File: src/rtl/mem_arbiter_pkg.sv
// Shared types and default widths for the unified-memory arbiter.
// The state encoding is fixed so that traces stay readable across revisions.
package mem_arbiter_pkg;

    localparam int ADDR_W_DEF  = 32;
    localparam int DATA_W_DEF  = 32;
    localparam int TIMEOUT_DEF = 64;

    typedef enum logic [1:0] {
        IDLE   = 2'd0,
        WAIT_D = 2'd1,
        WAIT_I = 2'd2
    } arb_state_t;

endpackage

File: src/rtl/mem_arbiter.sv
// Arbitrates one single-ported, variable-latency memory between fetch and load/store.
// Keeps one transaction in flight, raises a pipeline-wide stall, and has a watchdog that aborts a hung access.
module mem_arbiter
    import mem_arbiter_pkg::*;
#(
    parameter int ADDR_W  = ADDR_W_DEF,
    parameter int DATA_W  = DATA_W_DEF,
    parameter int TIMEOUT = TIMEOUT_DEF
) (
    input  logic                  clk,
    input  logic                  rst_n,
    input  logic                  if_req,
    input  logic [ADDR_W-1:0]     if_addr,
    output logic [DATA_W-1:0]     if_rdata,
    input  logic                  dm_req,
    input  logic                  dm_we,
    input  logic [ADDR_W-1:0]     dm_addr,
    input  logic [DATA_W-1:0]     dm_wdata,
    input  logic [DATA_W/8-1:0]   dm_be,
    output logic [DATA_W-1:0]     dm_rdata,
    output logic                  mem_req,
    output logic                  mem_we,
    output logic [ADDR_W-1:0]     mem_addr,
    output logic [DATA_W-1:0]     mem_wdata,
    output logic [DATA_W/8-1:0]   mem_be,
    input  logic [DATA_W-1:0]     mem_rdata,
    input  logic                  mem_valid,
    output logic                  mem_stall,
    output logic                  err
);

    localparam int BE_W  = DATA_W / 8;
    localparam int CNT_W = (TIMEOUT > 1) ? $clog2(TIMEOUT) : 1;
    localparam logic WD_EN = (TIMEOUT > 0);
    localparam logic [CNT_W-1:0] LAST_CNT = (TIMEOUT > 0) ? CNT_W'(TIMEOUT - 1) : '0;

    arb_state_t          r_state;
    logic                r_if_done;
    logic                r_dm_done;
    logic [DATA_W-1:0]   r_if_rdata;
    logic [DATA_W-1:0]   r_dm_rdata;
    logic                r_err;
    logic [CNT_W-1:0]    r_wait_cnt;
    logic                r_mem_req;
    logic                r_mem_we;
    logic [ADDR_W-1:0]   r_mem_addr;
    logic [DATA_W-1:0]   r_mem_wdata;
    logic [BE_W-1:0]     r_mem_be;

    logic                w_if_pend;
    logic                w_dm_pend;
    logic                w_stall;
    logic                w_waiting;
    logic                w_timeout;
    logic                w_finish;

    assign w_if_pend = if_req & ~r_if_done;
    assign w_dm_pend = dm_req & ~r_dm_done;
    assign w_stall   = w_if_pend | w_dm_pend;
    assign w_waiting = (r_state == WAIT_D) || (r_state == WAIT_I);
    // A completion on the last permitted cycle wins over the abort.
    assign w_timeout = WD_EN & w_waiting & ~mem_valid & (r_wait_cnt == LAST_CNT);
    assign w_finish  = w_waiting & (mem_valid | w_timeout);

    always_ff @(posedge clk or negedge rst_n) begin
        if (!rst_n) begin
            r_state     <= IDLE;
            r_if_done   <= 1'b0;
            r_dm_done   <= 1'b0;
            r_if_rdata  <= '0;
            r_dm_rdata  <= '0;
            r_err       <= 1'b0;
            r_wait_cnt  <= '0;
            r_mem_req   <= 1'b0;
            r_mem_we    <= 1'b0;
            r_mem_addr  <= '0;
            r_mem_wdata <= '0;
            r_mem_be    <= '0;
        end else begin
            // Done flags clear when the pipeline advances; a completion in the same cycle still sets them.
            if (!w_stall) begin
                r_if_done <= 1'b0;
                r_dm_done <= 1'b0;
            end
            case (r_state)
                IDLE: begin
                    r_wait_cnt <= '0;
                    if (w_dm_pend) begin
                        r_state     <= WAIT_D;
                        r_mem_req   <= 1'b1;
                        r_mem_we    <= dm_we;
                        r_mem_addr  <= dm_addr;
                        r_mem_wdata <= dm_wdata;
                        r_mem_be    <= dm_be;
                    end else if (w_if_pend) begin
                        r_state     <= WAIT_I;
                        r_mem_req   <= 1'b1;
                        r_mem_we    <= 1'b0;
                        r_mem_addr  <= if_addr;
                        r_mem_wdata <= '0;
                        r_mem_be    <= '1;
                    end
                end
                WAIT_D, WAIT_I: begin
                    if (w_finish) begin
                        r_state   <= IDLE;
                        r_mem_req <= 1'b0;
                        r_mem_we  <= 1'b0;
                        if (r_state == WAIT_D) begin
                            r_dm_done <= 1'b1;
                            if (!r_mem_we) begin
                                r_dm_rdata <= mem_valid ? mem_rdata : '0;
                            end
                        end else begin
                            r_if_done  <= 1'b1;
                            r_if_rdata <= mem_valid ? mem_rdata : '0;
                        end
                        if (w_timeout) begin
                            r_err <= 1'b1;
                        end
                    end else begin
                        r_wait_cnt <= r_wait_cnt + CNT_W'(1);
                    end
                end
                default: begin
                    r_state   <= IDLE;
                    r_mem_req <= 1'b0;
                    r_mem_we  <= 1'b0;
                end
            endcase
        end
    end

    assign if_rdata  = r_if_rdata;
    assign dm_rdata  = r_dm_rdata;
    assign mem_req   = r_mem_req;
    assign mem_we    = r_mem_we;
    assign mem_addr  = r_mem_addr;
    assign mem_wdata = r_mem_wdata;
    assign mem_be    = r_mem_be;
    assign mem_stall = w_stall;
    assign err       = r_err;

endmodule

File: config.mk
export PLATFORM = sky130hd
export DESIGN_NAME = mem_arbiter
export DESIGN_NICKNAME = d
export VERILOG_FILES = /design/src/rtl/mem_arbiter_pkg.sv /design/src/rtl/mem_arbiter.sv
export SDC_FILE = /design/constraint.sdc
export NUM_CORES = 1
export LEC_CHECK = 0
export CAP_MARGIN = 20
export CORE_MARGIN = 2
export CORE_UTILIZATION = 30
export CTS_CLUSTER_DIAMETER = 60
export CTS_CLUSTER_SIZE = 20
export DETAILED_ROUTE_END_ITERATION = 7
export PLACE_DENSITY = 0.71
export SYNTH_ARGS = -nofsm -noshare
export SYNTH_HDL_FRONTEND = slang
export SYNTH_SLANG_ARGS = --single-unit
File: constraint.sdc
create_clock -name clk -period 4.9 [get_ports clk]
set_input_delay 0.98 -clock clk [delete_from_list [all_inputs] [get_ports clk]]
set_output_delay 0.98 -clock clk [all_outputs]
set_load 0.005 [all_outputs]
* Yosys cells after proc, flatten, opt, wreduce, memory -nomap -nowiden
Index checks and enable logic that the tools add are counted.
Word-level totals: bits in registers 145, input port bits 138, output and inout bits 136, word-level logic and storage cells 70
Cells by class: add/sub/neg operators 1, eq/ne operators 6, muxes and demuxes 28, bitwise operators 12, reductions and logical operators 11
Operators by type and width (count):
- 2-to-1 mux 32 bit | 5
- 2-to-1 mux 1 bit | 13
- case mux 6 bit (2 select lines) | 1
- 2-to-1 mux 4 bit | 2
- adder 6 x 1 -> 6 bit, second input constant | 1
- equality test 6 bit, second input constant | 1
- 2-to-1 mux 2 bit | 3
- 2-to-1 mux 6 bit | 1
- AND reduction 2 bit | 3
- AND reduction 3 bit | 2
- AND 1 bit | 5
- inverter 1 bit | 5
- inequality test 2 bit, second input constant | 2
- case mux 1 bit (2 select lines) | 2
- case mux 2 bit (2 select lines) | 1
- AND reduction 4 bit | 1
- nonzero test 2 bit | 2
- inequality test 3 bit, second input constant | 1
- equality test 2 x 1 -> 1 bit, second input constant | 1
- equality test 2 bit, second input constant | 1
- zero test 2 bit | 1
- OR 1 bit | 2
- OR reduction 2 bit | 1
- logical OR 1 bit | 1

* Logic depth before layout (Yosys ltp)
Gate-level depths: netlist (run 1).
depth in word-level cells 8, mapped depth 7, mapped depth without buffers 5

* Worst setup path after synthesis (run 1)
No wires, ideal clock.
path type input -> output, from in dm_req, to out mem_stall, data arrival time 1.382 ns, data required time 3.920 ns, slack 2.538 ns, stages on the path 4, buffers on the path 2, cell sequence nand2b_1 -> buf_6 -> buf_6 -> nand2_1
On the way: longest elaborated chain between the ends 2
RTL lines:
- start: declaration | RTL line mem_arbiter.sv:15 | input logic dm_req,
- AND 1 bit | RTL line mem_arbiter.sv:58 | assign w_dm_pend = dm_req & ~r_dm_done;
- OR 1 bit | RTL line mem_arbiter.sv:59 | assign w_stall = w_if_pend | w_dm_pend;
- end: declaration | RTL line mem_arbiter.sv:28 | output logic mem_stall,
No other way between the ends.

* Worst setup path after layout (run 1)
from in if_req, to out mem_stall
On the way: longest elaborated chain between the ends 2
RTL lines:
- start: declaration | RTL line mem_arbiter.sv:12 | input logic if_req,
- AND 1 bit | RTL line mem_arbiter.sv:57 | assign w_if_pend = if_req & ~r_if_done;
- OR 1 bit | RTL line mem_arbiter.sv:59
No other way between the ends.

==> impl_metrics.toml, run 1 <==
[sta]
final.setup.tns_ps = 0
drv_slew = 0
rsz0062_at_grt = "no"
finClkSkew_ps = 8.85
worstMarginPinSlew_ps = 847
setup_violations = 0
layout_min_cycle_time_ps = 3320
relSlewSlack = 0.435
worst_slack_ps = 1580
fin_crit_sh = 0.678
whs_ps = 476
finalHoldViolations = 0
max_freq_ghz = 0.301

[worst_setup_path]
slowest_delay_ps = 540
path_cells = "clkdlybuf4s50_1 -> nand2b_1 -> nand2_1 -> clkdlybuf4s50_1"
crit_path_end_kind = "output pin"
crit_fanout = 4
crit_required_ps = 3920
crit_family = "buffers and inverters"
worstReg2RegEnd = "if_rdata[28]"
cpMaxStageDelayCell = "clkdlybuf4s50_1"
crit_path_start_kind = "primary input"
cp_common_cell = "clkdlybuf4s50_1"
crit_arrival_ps = 2340
r2r_slack_ps = 2670
path_buf_inv = 2
crit_type = "primary input to output pin"
worstRegToRegCells = 7
r2r_start = "r_state[0]"

[clock_tree]
cts_setup_buffers = 0
cts_made_buffers = 17
root_buffer = "clkbuf_16"
insertion_delay_ps = 420
htree_levels = 4
path_clk_slew_ps = 60
tritoncts = "done"
clkSinkCount = 145
cts_resized = 0
cts_buffer_depth = 2
hold_buffers = 0

[pwr]
p_sw_frac = 0.313
power_mw = 6.18
power.net_switching_mw = 1.94
seqPwrFrac = 0.338
leakage_nw = 4.43
vdd_drop_max_v = 0.000274
power_frac_comb = 0.441
power_density_nw_per_um2 = 610
cell_internal_pwr_mw = 4.24
p_clk_frac = 0.221

[logic_synthesis]
synthArstFlopShare = 1.00
synth_area_per_cell_um2 = 12.6
synth_cells = 520
syn-cell-area_um2 = 6540
synth-warning-count = 0
synth.ff_latch_count = 145
seq_area_frac_synth = 0.554
synth.distinct_cells = 40
synth-edff-count = 0
syn_nets = 662
ys.flop_type = "dfrtp_1"

[floorplan]
num_rows = 54
die_area_um2 = 23000
start_util = 0.303
die_w_um = 152
fp.dieH_um = 152
core_area_um2 = 21600
ios = 274

[placed_design]
placedCellCount = 1040
numPortBuffers = 273
pre_cts_ws_ps = 1540
place.detailed.hpwl_mm = 13.7
gp_congestion = 0.761
placed_area_um2 = 9490

[final_layout]
fin_util = 0.468
final_cell_mix = "clkdlybuf4s50_1 (272), dfrtp_1 (145), mux2_2 (64), inv_1 (36), o21ai_0 (35)"
layout_commonest_cell = "clkdlybuf4s50_1"
finalInstanceArea_um2 = 10100
diodes = 0
area_growth_syn_to_layout_pct = 54.7
nNetsFinal = 922
drive_gt1_frac = 0.148
layout.cells.non_filler = 1073
fillCellCount = 2005

[route]
wire_per_inst_um = 18.6
ant_nets = 0
drcViolationCount = 0
finalWirelength_mm = 20.0
vias_per_cell = 5.04
dr.pass1.iters = 6
num_vias = 5404
drtIter0Drc = 303

[job]
maxCapViolCount = 0

[worst_hold_path]
hp-class = "flop to flop"
min_to = "err"
min_path_cells = 1
min_from = "err"

[global_route]
grt_start_max_net_pins = 88
grt_pass1_vias = 5515
antenna_found_initial = 0
grt_use_total = 0.172
globalRouteOverflowTotal = 0
grt_pass1_wl_mm = 30.5

[status]
status = "finished clean"
cell families after synthesis:
kind of cell	count (synthesis)	synth area share
compound gates	189	0.236
fa+ha+maj	4	0.00765
buf+inv	83	0.0593
flops	145	0.554
mux	67	0.115
simple gates	32	0.0277
how the worst max path moves through the flow:
stage | to | cells after the start | start | slack, ps
final | mem_stall | 4 | if_req | 1580
after global routing | mem_stall | 4 | if_req | 1520
after CTS | mem_stall | 4 | if_req | 1580
after detailed placement | mem_addr[26] | 5 | dm_req | 1540
after global placement | mem_addr[27] | 5 | dm_req | 1580
after floorplan | mem_stall | 4 | dm_req | 2540
final cells by class:
cell class / count / area [µm²] / share of cell area
clock buffer: 19 / 443 / 0.0437
clock inverter: 13 / 173 / 0.0171
inverter: 37 / 139 / 0.0137
multi-input combinational: 292 / 2540 / 0.251
sequential: 145 / 3630 / 0.358
tap: 280 / 350 / 0.0346
timing repair buffer: 287 / 2850 / 0.282
registers in the layout (all words and copies together) (netlist names):
name / flops
r_wait_cnt: 6
mem_addr: 32
mem_we: 1
if_rdata: 32
err: 1
mem_be: 4
r_state: 2
mem_req: 1
r_if_done: 1
mem_wdata: 32
dm_rdata: 32
r_dm_done: 1
layer usage:
metal,vias up,GRT usage,routed length [µm]
met3,16,0.0608,2030
met4,0,0.0514,207
met2,209,0.281,9430
met1,2699,0.215,8310
met5,-,0,0
li1,2480,-,-
cell usage after synthesis, types with 2 or more instances:
cell | count | share of area
o21ai_0 | 35 | 0.027
inv_1 | 36 | 0.021
buf_6 | 8 | 0.014
ha_1 | 4 | 0.0076
nor2b_1 | 3 | 0.0029
a211oi_1 | 5 | 0.0057
o22a_1 | 4 | 0.0054
a21oi_1 | 2 | 0.0015
dfrtp_1 | 145 | 0.55
a22oi_1 | 32 | 0.037
buf_2 | 12 | 0.0092
mux2_2 | 64 | 0.11
clkbuf_1 | 25 | 0.014
nand2b_1 | 6 | 0.0057
a22o_1 | 32 | 0.043
nand2_1 | 10 | 0.0057
nand4_1 | 2 | 0.0019
a221o_1 | 32 | 0.049
o211a_1 | 33 | 0.050
o211ai_1 | 6 | 0.0069
nor2_1 | 2 | 0.0011
o21ai_1 | 2 | 0.0015
mux2i_1 | 3 | 0.0046
power by group through the flow:
stage          logic, mW  clock network, mW  registers (mW)
2_1_floorplan       1.25                  0            2.10
3_3_place_gp        2.69                  0            2.09
3_5_place_dp        2.74                  0            2.10
4_1_cts             2.75               1.40            2.09
5_1_grt             2.97               1.46            2.16
6_report            2.73               1.37            2.09
No activity file was read; power rests on OpenSTA's default activity.
==> inputs of run 2 (changes only) <==
- PLACE_DENSITY: 0.71 -> 0.73
- clock period: 4.9 -> 2.7 ns (I/O delays scaled with it)
==> run 2 against run 1 <==
Net effect: via count is 0.52% lower; first-iteration DRC count down 23%; register-to-register slack worse by 2000 ps; die area stayed put; count of clock-buffer cells in the layout is 2 lower; critical path depth stayed put; combinational power rose by 82%; core utilization increased by 0.14 points; global-route usage decreased by 0.49 points; sequential cell count did not move; highest routed layer unchanged.
==> impl_metrics.toml, run 2 (synthesis gave the netlist of run 1 again) <==
[clock_tree]
cts_made_buffers = 17
root_buffer = "clkbuf_16"
cts_resized = 0
tritoncts = "done"
insertion_delay_ps = 430
htree_levels = 4
cts_buffer_depth = 2
clkSinkCount = 145
cts_setup_buffers = 0
path_clk_slew_ps = 70
hold_buffers = 0

[placed_design]
pre_cts_ws_ps = 384
numPortBuffers = 273
place.detailed.hpwl_mm = 13.7
gp_congestion = 0.747

[final_layout]
area_growth_syn_to_layout_pct = 55.2
layout_commonest_cell = "clkdlybuf4s50_1"
nNetsFinal = 923
diodes = 0
drive_gt1_frac = 0.151
final_cell_mix = "clkdlybuf4s50_1 (272), dfrtp_1 (145), mux2_2 (64), inv_1 (36), o21ai_0 (35)"

[global_route]
antenna_found_initial = 0
globalRouteOverflowTotal = 0
grt_pass1_vias = 5325
grt_pass1_wl_mm = 29.9
grt_use_total = 0.167
grt_start_max_net_pins = 58

[sta]
relSlewSlack = 0.625
worst_slack_ps = 377
finalHoldViolations = 0
worstMarginPinSlew_ps = 562
final.setup.tns_ps = 0
finClkSkew_ps = 14.0
setup_violations = 0
drv_slew = 0
max_freq_ghz = 0.430
rsz0062_at_grt = "no"
fin_crit_sh = 0.860
layout_min_cycle_time_ps = 2320

[floorplan]
die_area_um2 = 23000
num_rows = 54
ios = 274
die_w_um = 152
core_area_um2 = 21600
start_util = 0.303
fp.dieH_um = 152

[route]
wire_per_inst_um = 18.3
ant_nets = 0
drtIter0Drc = 232
dr.pass1.iters = 5
num_vias = 5376
drcViolationCount = 0
finalWirelength_mm = 19.6
vias_per_cell = 5.01

[worst_setup_path]
crit_type = "primary input to output pin"
crit_required_ps = 2160
crit_path_start_kind = "primary input"
cp_common_cell = "clkdlybuf4s50_1"
crit_fanout = 4
crit_family = "buffers and inverters"
path_buf_inv = 2
crit_arrival_ps = 1780
slowest_delay_ps = 510
crit_path_end_kind = "output pin"
path_cells = "clkdlybuf4s50_1 -> nand2b_1 -> nand2_1 -> clkdlybuf4s50_1"
cpMaxStageDelayCell = "clkdlybuf4s50_1"

[pwr]
power_mw = 11.1
power_density_nw_per_um2 = 1090
vdd_drop_max_v = 0.000500
leakage_nw = 4.44

[worst_hold_path]
hp-class = "primary input to asynchronous set/reset pin"

[job]
maxCapViolCount = 0

[status]
status = "finished clean"
[run 2: cell types whose count changed in the layout (fill, tap and decap cells not counted), sizes merged]
| cell | delta |
|---|---|
| buf | +1 |
| inv | +2 |
| clkinv | +2 |
| bufinv | -2 |
| clkbuf | -2 |
[run 2: per-stage QoR]
step	instances	area (µm²)	hold slack, ps	utilization
CTS	1074	10200	22.2	0.470
detailed placement	1042	9580	470	0.443
finish	1074	10200	11.9	0.470
global placement	1042	9580	462	0.443
global route	1074	10200	36.0	0.470
floorplan	520	6540	244	-
[run 2: worst paths after layout]
| path | start | to | slack, ps | depth (start not counted) |
|---|---|---|---|---|
| min | rst_n | dm_rdata[0] | 10 | 1 |
| max in group asynchronous | rst_n | mem_wdata[25] | 2020 | 2 |
| min reg2reg | err | err | 480 | 1 |
| max reg2reg | r_wait_cnt[0] | if_rdata[26] | 650 | 5 |
| max | if_req | mem_stall | 380 | 4 |
| min in group clk | err | err | 480 | 1 |
[run 2: per-layer routing]
| layer | vias to the layer above | part of all wire | track usage |
|---|---|---|---|
| met3 | 15 | 0.10 | 0.0575 |
| met2 | 223 | 0.48 | 0.278 |
| met1 | 2648 | 0.41 | 0.209 |
| met4 | 0 | 0.0084 | 0.0403 |
| li1 | 2490 | - | - |
| met5 | - | 0 | 0 |
[run 2: cell type report]
class	count	area, µm²
well taps	280	350
clock buffers	17	425
multi-input cells	292	2540
repair buffers	288	2920
clock inverters	15	148
flip-flops and latches	145	3630
inverters	37	139
fillers	1994	11500
[run 2: power breakdown]
group          switching, mW  internal, mW  total [mW]
Clock                   1.03          1.30        2.33
Combinational           1.85          3.10        4.96
Sequential             0.660          3.14        3.80
Total                   3.54          7.54        11.1
==> inputs of run 3 (changes only) <==
- TNS_END_PERCENT: unset -> 30
==> results of run 3 <==
Same layout as run 2: the final DEF is identical, and so are final timing and power.
